### src/rtl/hamming_enc_sched.sv


module hamming_enc_sched #(
  parameter int CNT_W = 8
) (
  input  logic             clk,
  input  logic             rst,
  input  logic             req0_valid,
  input  logic [10:0]      req0_data,
  output logic             req0_ready,
  input  logic             req1_valid,
  input  logic [10:0]      req1_data,
  output logic             req1_ready,
  output logic [10:0]      enc_in,
  input  logic [16:1]      enc_out,
  output logic             cw_valid,
  output logic [16:1]      cw_data,
  output logic             cw_src,
  input  logic             cw_ready,
  output logic [CNT_W-1:0] cnt0,
  output logic [CNT_W-1:0] cnt1
);
  typedef enum logic [1:0] {
    IDLE   = 2'd0,
    ENCODE = 2'd1,
    HOLD   = 2'd2
  } state_t;

  state_t           state_reg, state_next;
  logic [10:0]      hold_reg;
  logic             idx_reg;
  logic             last_reg;
  logic             cw_valid_reg;
  logic [16:1]      cw_data_reg;
  logic             cw_src_reg;
  logic [CNT_W-1:0] cnt0_reg, cnt1_reg;
  logic             any_valid;
  logic             win;

  // Requester 1 wins when alone, or in contention when requester 0 was served last.
  assign any_valid = req0_valid | req1_valid;
  assign win       = req1_valid & (~req0_valid | ~last_reg);

  always_ff @(posedge clk or posedge rst) begin
    if (rst) state_reg <= IDLE;
    else     state_reg <= state_next;
  end

  always_comb begin
    state_next = state_reg;
    case (state_reg)
      IDLE:    if (any_valid) state_next = ENCODE;
      ENCODE:  state_next = HOLD;
      HOLD:    if (cw_ready) state_next = IDLE;
      default: state_next = IDLE;
    endcase
  end

  // Ready is combinational so a requester is accepted in the same cycle it wins.
  always_comb begin
    req0_ready = 1'b0;
    req1_ready = 1'b0;
    if (state_reg == IDLE && !rst) begin
      req0_ready = req0_valid & ~win;
      req1_ready = win;
    end
  end

  always_ff @(posedge clk or posedge rst) begin
    if (rst) begin
      hold_reg     <= '0;
      idx_reg      <= 1'b0;
      last_reg     <= 1'b1;
      cw_valid_reg <= 1'b0;
      cw_data_reg  <= '0;
      cw_src_reg   <= 1'b0;
      cnt0_reg     <= '0;
      cnt1_reg     <= '0;
    end else begin
      case (state_reg)
        IDLE: begin
          if (any_valid) begin
            hold_reg <= win ? req1_data : req0_data;
            idx_reg  <= win;
            last_reg <= win;
            if (win) cnt1_reg <= cnt1_reg + CNT_W'(1);
            else     cnt0_reg <= cnt0_reg + CNT_W'(1);
          end
        end
        ENCODE: begin
          cw_data_reg  <= enc_out;
          cw_src_reg   <= idx_reg;
          cw_valid_reg <= 1'b1;
        end
        HOLD: begin
          if (cw_ready) cw_valid_reg <= 1'b0;
        end
        default: ;
      endcase
    end
  end

  assign enc_in   = hold_reg;
  assign cw_valid = cw_valid_reg;
  assign cw_data  = cw_data_reg;
  assign cw_src   = cw_src_reg;
  assign cnt0     = cnt0_reg;
  assign cnt1     = cnt1_reg;
endmodule
### config.mk
export PLATFORM = sky130hd
export DESIGN_NAME = hamming_enc_sched
export DESIGN_NICKNAME = d
export VERILOG_FILES = /design/src/rtl/hamming_enc_sched.sv
export SDC_FILE = /design/constraint.sdc
export NUM_CORES = 1
export LEC_CHECK = 0
export ABC_AREA = 0
export BUFFER_PORTS_ARGS = -buffer_cell sky130_fd_sc_hd__buf_4
export CORE_ASPECT_RATIO = 1.1
export CORE_MARGIN = 3
export CORE_UTILIZATION = 42
export DETAILED_ROUTE_END_ITERATION = 8
export PLACE_DENSITY = 0.77
export SLEW_MARGIN = 20
export SYNTH_ARGS = -nofsm -noshare
export SYNTH_HDL_FRONTEND = slang
export SYNTH_SLANG_ARGS = --single-unit
export TNS_END_PERCENT = 100
### constraint.sdc
create_clock -name clk -period 1.4 [get_ports clk]
set_input_delay 0.28 -clock clk [delete_from_list [all_inputs] [get_ports clk]]
set_output_delay 0.28 -clock clk [all_outputs]
set_load 0.05 [all_outputs]
Word-level counts from Yosys, hierarchy flattened
Index checks and enable logic that the tools add are counted.

storage, ports and cells
  register bits = 49
  output and inout bits = 47
  logic and storage cells = 39
  input bits = 43

cells by class
  equal/unequal tests = 4
  reduce and logical (&&, ||, !) cells = 9
  bitwise operators = 7
  add/subtract/negate cells = 2
  muxes and demuxes = 8

operator list
  cell                                                 count
  adder 8 x 1 -> 8 bit, second input constant          2
  2-to-1 mux 11 bit                                    1
  one-hot mux 2 bit (3 select lines)                   1
  AND reduction 2 bit                                  3
  AND reduction 3 bit                                  2
  2-to-1 mux 2 bit                                     2
  inequality test 2 bit, second input constant         2
  2-to-1 mux 1 bit                                     3
  inverter 1 bit                                       3
  AND 1 bit                                            2
  equality test 2 x 1 -> 1 bit, second input constant  1
  equality test 2 bit, second input constant           1
  zero test 2 bit                                      1
  bitwise OR 1 bit                                     2
  one-hot mux 1 bit (2 select lines)                   1
  nonzero test 2 bit                                   1
  logical AND 1 bit                                    1
  zero test 1 bit                                      1

Longest topological paths before layout
Gate-level depths: netlist of run 1.

  depth in word-level cells = 6
  gate-level depth with buffers = 5
  depth with buffers taken out = 4

Least setup slack after synthesis of run 1
No wires, ideal clock.

  kind = flip-flop to output port
  from = reg last_reg
  to = out req0_ready
  data required time = 1120 ps
  cell stages (with the launch flop) = 4
  setup slack = -322 ps
  arrival time = 1442 ps
  buffers on the path = 0
  cells stage by stage = dfstp_2 nand2b_1 nand3_2 nor2_1

between the ends
  cells in the longest elaborated chain, start to end = 6

ends and longest elaborated chain
  what                             RTL line  source
  from (decl)                      32        logic last_reg;
  from (signal assigned)           85        last_reg <= win;
  inverter 1 bit                   42        assign win = req1_valid & (~req0_valid | ~last_reg);
  bitwise OR 1 bit                 42
  AND 1 bit                        42
  inverter 1 bit (no source line)  n/a
  AND 1 bit                        64        req0_ready = req0_valid & ~win;
  2-to-1 mux 1 bit                 63        if (state_reg == IDLE && !rst) begin
  to (decl)                        10        output logic req0_ready,

Every way passes these cells.

Worst setup path in the final report of run 1
Same ends and word-level chain as after synthesis.

==> impl_summary.log, run 1 <==
[metrics] startpoint type of the worst setup path: flip-flop
[metrics] die extent in x: 73.0 um
[metrics] maximum level of the CTS H-tree: 2
[metrics] data required time of the critical path: between 1 and 1.5 ns
[metrics] initial antenna violation count: 0
[metrics] total I/O pin count: 90
[metrics] cell type with the largest total area after synthesis: dfrtp_1
[metrics] relative max-transition margin: 0.679
[metrics] detailed-route via count: about 1600
[metrics] final-report hold violation count: 0
[metrics] total negative slack for setup checks: -0.410 ns
[metrics] violated checks: setup timing
[metrics] met3 demand-to-capacity share in global routing: 0.0668
[metrics] R2R cell count: 5
[metrics] number of buffers inserted during clock tree synthesis: 5
[metrics] synth warn: 0
[metrics] maximum achievable frequency: around 620 MHz
[metrics] worst-path maximum fanout: 3
[metrics] Post-CTS Hold Fix Bufs: 0
[metrics] clock edge transition at the registers on the reported setup and hold paths: about 0.08 ns
[metrics] Area Overhead vs Synth: 46.9%
[metrics] Final min period: roughly 1.6 ns
[metrics] arrival time of data at the critical path endpoint: around 1.4 ns
[metrics] fraction of registers with async set or reset after synthesis: 1.00
[metrics] Pins Over Slew Limit: 0
[metrics] number of endpoints failing setup at the final stage: 2
[metrics] wire length of the first global-routing pass: between 7 and 8 mm
[metrics] Layout Nets: between 300 and 400
[metrics] class of the most critical hold timing path: in2async
[metrics] area of the core: 4720 sq um
[metrics] slew at the pin closest to its max-slew limit: a little under 0.5 ns
[metrics] violation count after the first detailed-route iteration: 35
[metrics] post-placement cell area: between 2000 and 3000 sq um
[metrics] fraction of final layout cells sized beyond drive strength 1: 0.495
[metrics] Clock Skews: roughly 0.0042 ns
[metrics] Gate Count Post-Synth: around 180
[metrics] count of standard-cell rows: 26
[metrics] vias in the first global route: ~1700
[metrics] Starting Density: 0.440
[metrics] switching part of the total power: 0.490
[metrics] setup repair after global routing missed its margin: yes
[metrics] maximum number of buffers from clock root to sink: 2
[metrics] met2 usage: 0.278
[metrics] portion of total power attributed to sequential cells: 0.311
[metrics] Most Crowded Layer GR: met2
[metrics] Comb power frac: 0.593
[metrics] internal power consumption: ~4100 uW
[metrics] critical setup path kind: reg2out
[metrics] reported leakage power: 0.00148 uW
[metrics] floorplan die height: 79.7 um
[metrics] Root Driver: clkbuf_8
[metrics] global route overflow: 0
[metrics] Pwr per Cell Area: ~2700 nW/um^2
[metrics] final cycle utilization of the critical path: 1.16
[metrics] all-layer global routing usage: 0.167
[metrics] global placer's final weighted congestion: 0.717
[metrics] fill cell count: 380
[metrics] maximum number of pins on one net before global-route repair: 24
[metrics] nets in the synthesized netlist: 224
[metrics] per-cell routed wire length: between 10 and 15 um
[metrics] Mapped Area: approximately 2100 sq um
[metrics] share of the synthesized area in the top cell type: 0.579
[metrics] via density per instance: slightly below 5
[metrics] sequential area share after synthesis: 0.591
[metrics] number of sinks on the clock net: just under 50
[metrics] count of antenna-violating nets left after detailed routing: 0
[metrics] Syn Area/Cell: about 12 sq um
[metrics] DPL Wire Length: around 3.5 mm
[metrics] TritonCTS clock tree: built
[metrics] Detailed Routing Iterations Pass 1: 4
[metrics] clock power share: 0.096
[metrics] antenna fix cells: 0
[metrics] flip-flop count of the largest register, all copies and words added: 16
[metrics] EDFF count, synth: 0
[metrics] met1 track utilization from global routing: 0.201
[metrics] Cell variety after synth: 29
[metrics] full die area: 5820 sq um
[metrics] number of DRC violations after detailed routing: 0
[metrics] flop and latch count out of synthesis: slightly below 50
[metrics] run status: finished with violations
[metrics] count of input and output buffers: between 80 and 90
[metrics] Clk Latency, worst-skew pair: 0.29 ns
[metrics] power dissipated by switching net loads: a little under 4000 uW
[metrics] final worst-path setup slack: -0.226 ns
[metrics] Max IR drop VDD: around 1800 uV
[metrics] Area contributors post-synth: dfrtp_1, mux2_2, nand2_1
[metrics] critical path endpoint category: primary output
[metrics] PnR Total Power: slightly above 8000 uW
[metrics] number of max-cap violations: 0
[metrics] predominant post-synthesis flop cell: dfrtp_1
[metrics] Detailed Route WL: between 4 and 5 mm
[metrics] final std cell area, no fill: just over 3000 sq um
[area by class of cell]
class                           instances  area (sq um)  area share
Clock buffer                            6          72.6      0.0238
Tap cell                               56          70.1      0.0230
Inverter                                4          18.8     0.00616
Timing Repair Buffer                  100           812       0.266
Clock inverter                          2          10.0     0.00328
Multi-Input combinational cell        120           837       0.275
Sequential cell                        49          1230       0.403
[cells in the mapped netlist, types with 3 or more instances]
library cell	instances
nand3_1	7
nand2_1	32
xnor2_1	12
a31oi_1	11
inv_1	4
dfrtp_1	48
o21ai_0	3
and3_1	3
mux2_2	17
nor2_1	15
buf_2	3
and4_1	3
[cell usage in the layout, fill, tap and decap left out, types with 2 or more instances in the layout]
| master | instances |
|---|---|
| a31oi_1 | 11 |
| and3_1 | 2 |
| and4_1 | 3 |
| buf_12 | 4 |
| buf_4 | 94 |
| clkbuf_8 | 5 |
| clkinv_2 | 2 |
| dfrtp_1 | 47 |
| ha_1 | 2 |
| inv_1 | 3 |
| mux2_2 | 17 |
| nand2_1 | 31 |
| nand3_1 | 7 |
| nand4_1 | 2 |
| nor2_1 | 13 |
| nor2_4 | 3 |
| o21ai_0 | 3 |
| xnor2_1 | 12 |
| xor2_1 | 2 |
[worst max-delay path, stage by stage, from the launching register on]
cell and delay [ns]:
dfstp_2 0.56, nand2b_4 0.14, nand3_4 0.07, nor2_4 0.12, buf_8 0.15
[path summary, 6_finish.rpt]
kind / start / slack, ns / to
max: last_reg$_DFFE_PP1P_ / -0.23 / req0_ready
max reg2reg: last_reg$_DFFE_PP1P_ / 0.02 / enc_in[5]$_DFFE_PP0P_
min: rst / 0.04 / cnt1[7]$_DFFE_PP0P_
min reg2reg: cnt0[7]$_DFFE_PP0P_ / 0.47 / cnt0[7]$_DFFE_PP0P_
min in group clk: enc_out[14] / 0.21 / cw_data[14]$_DFFE_PP0P_
max in group asynchronous: rst / 0.94 / enc_in[6]$_DFFE_PP0P_
[power by group through the flow]
| stage | combinational, uW | clock [uW] | sequential, uW |
|---|---|---|---|
| after CTS | 4800 | 821 | 2530 |
| after global routing | 5110 | 864 | 2620 |
| after detailed placement | 4700 | 0 | 2560 |
| after floorplan | 1300 | 0 | 4510 |
| final | 4820 | 780 | 2530 |
| after global placement | 4660 | 0 | 2530 |
[cell families after synthesis]
group	after synthesis	share of synthesized area
buf+inv	10	0.0331
xor+xnor	14	0.0591
fa+ha+maj	2	0.0121
simple gates	68	0.151
compound gates	18	0.0561
mux	18	0.0976
flops	49	0.591
[per-layer routing]
layer | wire length [um] | vias up
met5 | 0 | -
met4 | 46 | 0
met2 | 2130 | 81
met1 | 1780 | 743
met3 | 544 | 5
li1 | - | 815
[timing repair]
| item | CTS | global route |
|---|---|---|
| setup endpoints to repair | 2 | 35 |
| hold endpoints to repair | 0 | 0 |
| pin swaps | 1 | 6 |
| setup buffers | 3 | 1 |
| resized for setup | 6 | 6 |
| cloned | 0 | 0 |
[metrics by stage]
stage / setup WS, ns / std cells / hold slack [ns] / utilization
floorplan: -0.0604 / 179 / 0.316 / -
global placement: 0.0169 / 326 / 0.375 / 0.613
detailed placement: 0.00238 / 326 / 0.373 / 0.613
CTS: -0.212 / 337 / 0.0520 / 0.641
global route: -0.281 / 337 / 0.0688 / 0.646
finish: -0.226 / 337 / 0.0377 / 0.646
(Power assumes the default switching activity.)
==> run 2: changes to the inputs <==
--- a/config.mk
+++ b/config.mk
@@ -10,6 +10,7 @@
 export CORE_ASPECT_RATIO = 1.1
 export CORE_MARGIN = 3
 export CORE_UTILIZATION = 42
+export CTS_CLUSTER_DIAMETER = 80
 export DETAILED_ROUTE_END_ITERATION = 8
 export PLACE_DENSITY = 0.77
 export SLEW_MARGIN = 20
==> constraint.sdc (replaced) <==
create_clock -name clk -period 1.4 [get_ports clk]
set_input_delay 0.07 -clock clk [delete_from_list [all_inputs] [get_ports clk]]
set_output_delay 0.07 -clock clk [all_outputs]
set_load 0.05 [all_outputs]
==> impl_summary.log, run 2 (synthesis results as in run 1) <==
[metrics] number of sinks on the clock net: 49 (unchanged)
[metrics] total I/O pin count: 90 (unchanged)
[metrics] maximum number of pins on one net before global-route repair: 30 (+25%)
[metrics] Storage cell area: 1230 sq um (+0.31%)
[metrics] area of the core: 4720 sq um (unchanged)
[metrics] final std cells w/o fill: 353 (+4.7%)
[metrics] cell family with most CP delay: flip-flops
[metrics] floorplan die height: 79.7 um (unchanged)
[metrics] startpoint type of the worst setup path: flip-flop
[metrics] clock edge transition at the registers on the reported setup and hold paths: 0.09 ns (about the same)
[metrics] run status: finished with violations
[metrics] fill cell count: 384 (+1.1%)
[metrics] global route overflow: 0 (unchanged)
[metrics] leading cell types in the layout, fill and taps excluded: buf_4, dfrtp_1, nand2_1
[metrics] data required time of the critical path: 1.33 ns (+0.21 ns)
[metrics] total negative slack for setup checks: -0.0484 ns (+0.361 ns)
[metrics] final-report hold violation count: 0 (unchanged)
[metrics] number of buffer and inverter instances along the worst setup path: 1 (unchanged)
[metrics] violation count after the first detailed-route iteration: 82 (+130%)
[metrics] Root Driver: clkbuf_8
[metrics] maximum achievable frequency: 696 MHz (+13%)
[metrics] most common cell after layout, fill and taps aside: buf_4
[metrics] Max IR drop VDD: 1490 uV (-18%)
[metrics] reported leakage power: 0.00155 uW (+4.9%)
[metrics] relative max-transition margin: 0.696 (+0.0175)
[metrics] all-layer global routing usage: 0.178 (+0.0111)
[metrics] TritonCTS clock tree: built
[metrics] detailed-route via count: 1716 (+4.4%)
[metrics] area occupied by multi-input gates: 836 sq um (-0.15%)
[metrics] Detailed Routing Iterations Pass 1: 4 (unchanged)
[metrics] number of endpoints failing setup at the final stage: 2 (unchanged)
[metrics] Pwr per Cell Area: 2610 nW/um^2 (-1.9%)
[metrics] final worst-path setup slack: -0.0362 ns (+0.190 ns)
[metrics] final cycle utilization of the critical path: 1.03 (-0.135)
[metrics] count of input and output buffers: 89 (unchanged)
[metrics] die extent in x: 73.0 um (unchanged)
[metrics] Pins Over Slew Limit: 0 (unchanged)
[metrics] Final min period: 1.44 ns (-0.190 ns)
[metrics] full die area: 5820 sq um (unchanged)
[metrics] Detailed Route WL: 4.96 mm (+10%)
[metrics] Max stage delay on crit path: 0.57 ns (about the same)
[metrics] cell breakdown of the critical path: nand2b_4 -> nand3_2 -> nor2_4 -> buf_8
[metrics] wire length of the first global-routing pass: 8.16 mm (+5.8%)
[metrics] count of antenna-violating nets left after detailed routing: 0 (unchanged)
[metrics] antenna fix cells: 0 (unchanged)
[metrics] Area Overhead vs Synth: 55.0%
[metrics] count of standard-cell rows: 26 (unchanged)
[metrics] per-cell routed wire length: 14.1 um (+5.4%)
[metrics] class of the most critical hold timing path: in2reg
[metrics] slew at the pin closest to its max-slew limit: 0.455 ns (-0.0260 ns)
[metrics] vias in the first global route: 1837 (+6.1%)
[metrics] worst-path maximum fanout: 3 (unchanged)
[metrics] fraction of final layout cells sized beyond drive strength 1: 0.481 (-0.0132)
[metrics] number of DRC violations after detailed routing: 0 (unchanged)
[metrics] critical setup path kind: reg2out
[metrics] Placed Instances: 323 (-0.92%)
[metrics] arrival time of data at the critical path endpoint: 1.37 ns (+0.02 ns)
[metrics] global placer's final weighted congestion: 0.705 (-1.8%)
[metrics] number of buffers inserted during clock tree synthesis: 5 (unchanged)
[metrics] flip-flop count of the largest register, all copies and words added: 16 (unchanged)
[metrics] Starting Density: 0.440 (unchanged)
[metrics] Clock Skews: 0.00597 ns (+0.00176 ns)
[metrics] maximum number of buffers from clock root to sink: 2 (unchanged)
[metrics] DPL Wire Length: 3.43 mm (-0.56%)
[metrics] setup repair after global routing missed its margin: yes
[metrics] Critical-path top delay cell: dfstp_2
[metrics] number of max-cap violations: 0 (unchanged)
[metrics] Clk Latency, worst-skew pair: 0.30 ns (about the same)
[metrics] violated checks: setup timing
[metrics] maximum level of the CTS H-tree: 2 (unchanged)
[metrics] critical path endpoint category: primary output
[metrics] initial antenna violation count: 0 (unchanged)
[metrics] Layout Nets: 341 (+4.9%)
[metrics] via density per instance: 4.86 (-0.35%)
## run 2: changes by cell type in the layout (fill, tap and decap cells not counted), moves of 2 or more
cell / before / now
buf_12: 4 / 2
buf_4: 94 / 96
clkinv_2: 2 / 0
dfrtp_1: 47 / 44
dfrtp_2: 1 / 4
dlygate4sd3_1: 0 / 16
nand3_2: 0 / 2
## run 2: routing by layer
layer / vias to the layer above / share of wire / GRT usage
met4: 0 / 0.010 / 0.0443
met2: 68 / 0.51 / 0.311
met3: 5 / 0.092 / 0.0642
met1: 801 / 0.39 / 0.204
met5: - / 0 / 0
li1: 842 / - / -
## run 2: worst paths after layout
| kind | start | end | slack [ns] | depth (start not counted) |
|---|---|---|---|---|
| min in group asynchronous | rst | enc_in[3]$_DFFE_PP0P_ | 0.37 | 3 |
| setup / recovery | last_reg$_DFFE_PP1P_ | req0_ready | -0.04 | 4 |
| setup reg to reg | last_reg$_DFFE_PP1P_ | cnt0[5]$_DFFE_PP0P_ | -0.01 | 5 |
| hold / removal | enc_out[8] | cw_data[8]$_DFFE_PP0P_ | 0.01 | 2 |
| max in group asynchronous | rst | cnt0[2]$_DFFE_PP0P_ | 0.52 | 4 |
| hold reg to reg | cnt0[7]$_DFFE_PP0P_ | cnt0[7]$_DFFE_PP0P_ | 0.48 | 1 |
## run 2: timing repair
action | CTS | global route
hold endpoints to repair | 34 | 0
pin swaps | 3 | 4
setup endpoints to repair | 2 | 21
buffers inserted | 6 | 0
hold buffers | 16 | 0
resized for setup | 4 | 10
## run 2: stage by stage
step	hold WS (ns)	worst slack, ns	power (uW)	util	instance area (sq um)
final	0.00972	-0.0362	8410	0.682	3220
after global placement	0.145	0.0995	7100	0.601	2830
after detailed placement	0.146	0.0739	7180	0.601	2830
after CTS	0.00188	-0.0565	8410	0.672	3170
after floorplan	0.218	0.00433	5810	-	2090
after global routing	0.00429	-0.100	8850	0.682	3220
## run 2: worst reg2reg max path, cell delays in order (launching register included)
cell and delay [ns]:
dfstp_2 0.57, nand2b_4 0.13, nand3_2 0.09, buf_4 0.18
nor3_2 0.20, xor2_1 0.16
## run 2: power breakdown
| part | total, uW | leakage [uW] | switching [uW] | internal (uW) |
|---|---|---|---|---|
| logic | 4800 | 0.000907 | 3070 | 1730 |
| registers | 2570 | 0.000584 | 497 | 2070 |
| clock network | 1040 | 0.0000585 | 460 | 583 |
| total | 8410 | 0.00155 | 4020 | 4390 |
## run 2: final cells by class
cell class,instances,area share
clock buffer,7,0.0268
sequential,49,0.383
multi-input combinational,120,0.260
tap,56,0.0218
clock inverter,1,0.00933
timing repair buffer,116,0.294
inverter,4,0.00467
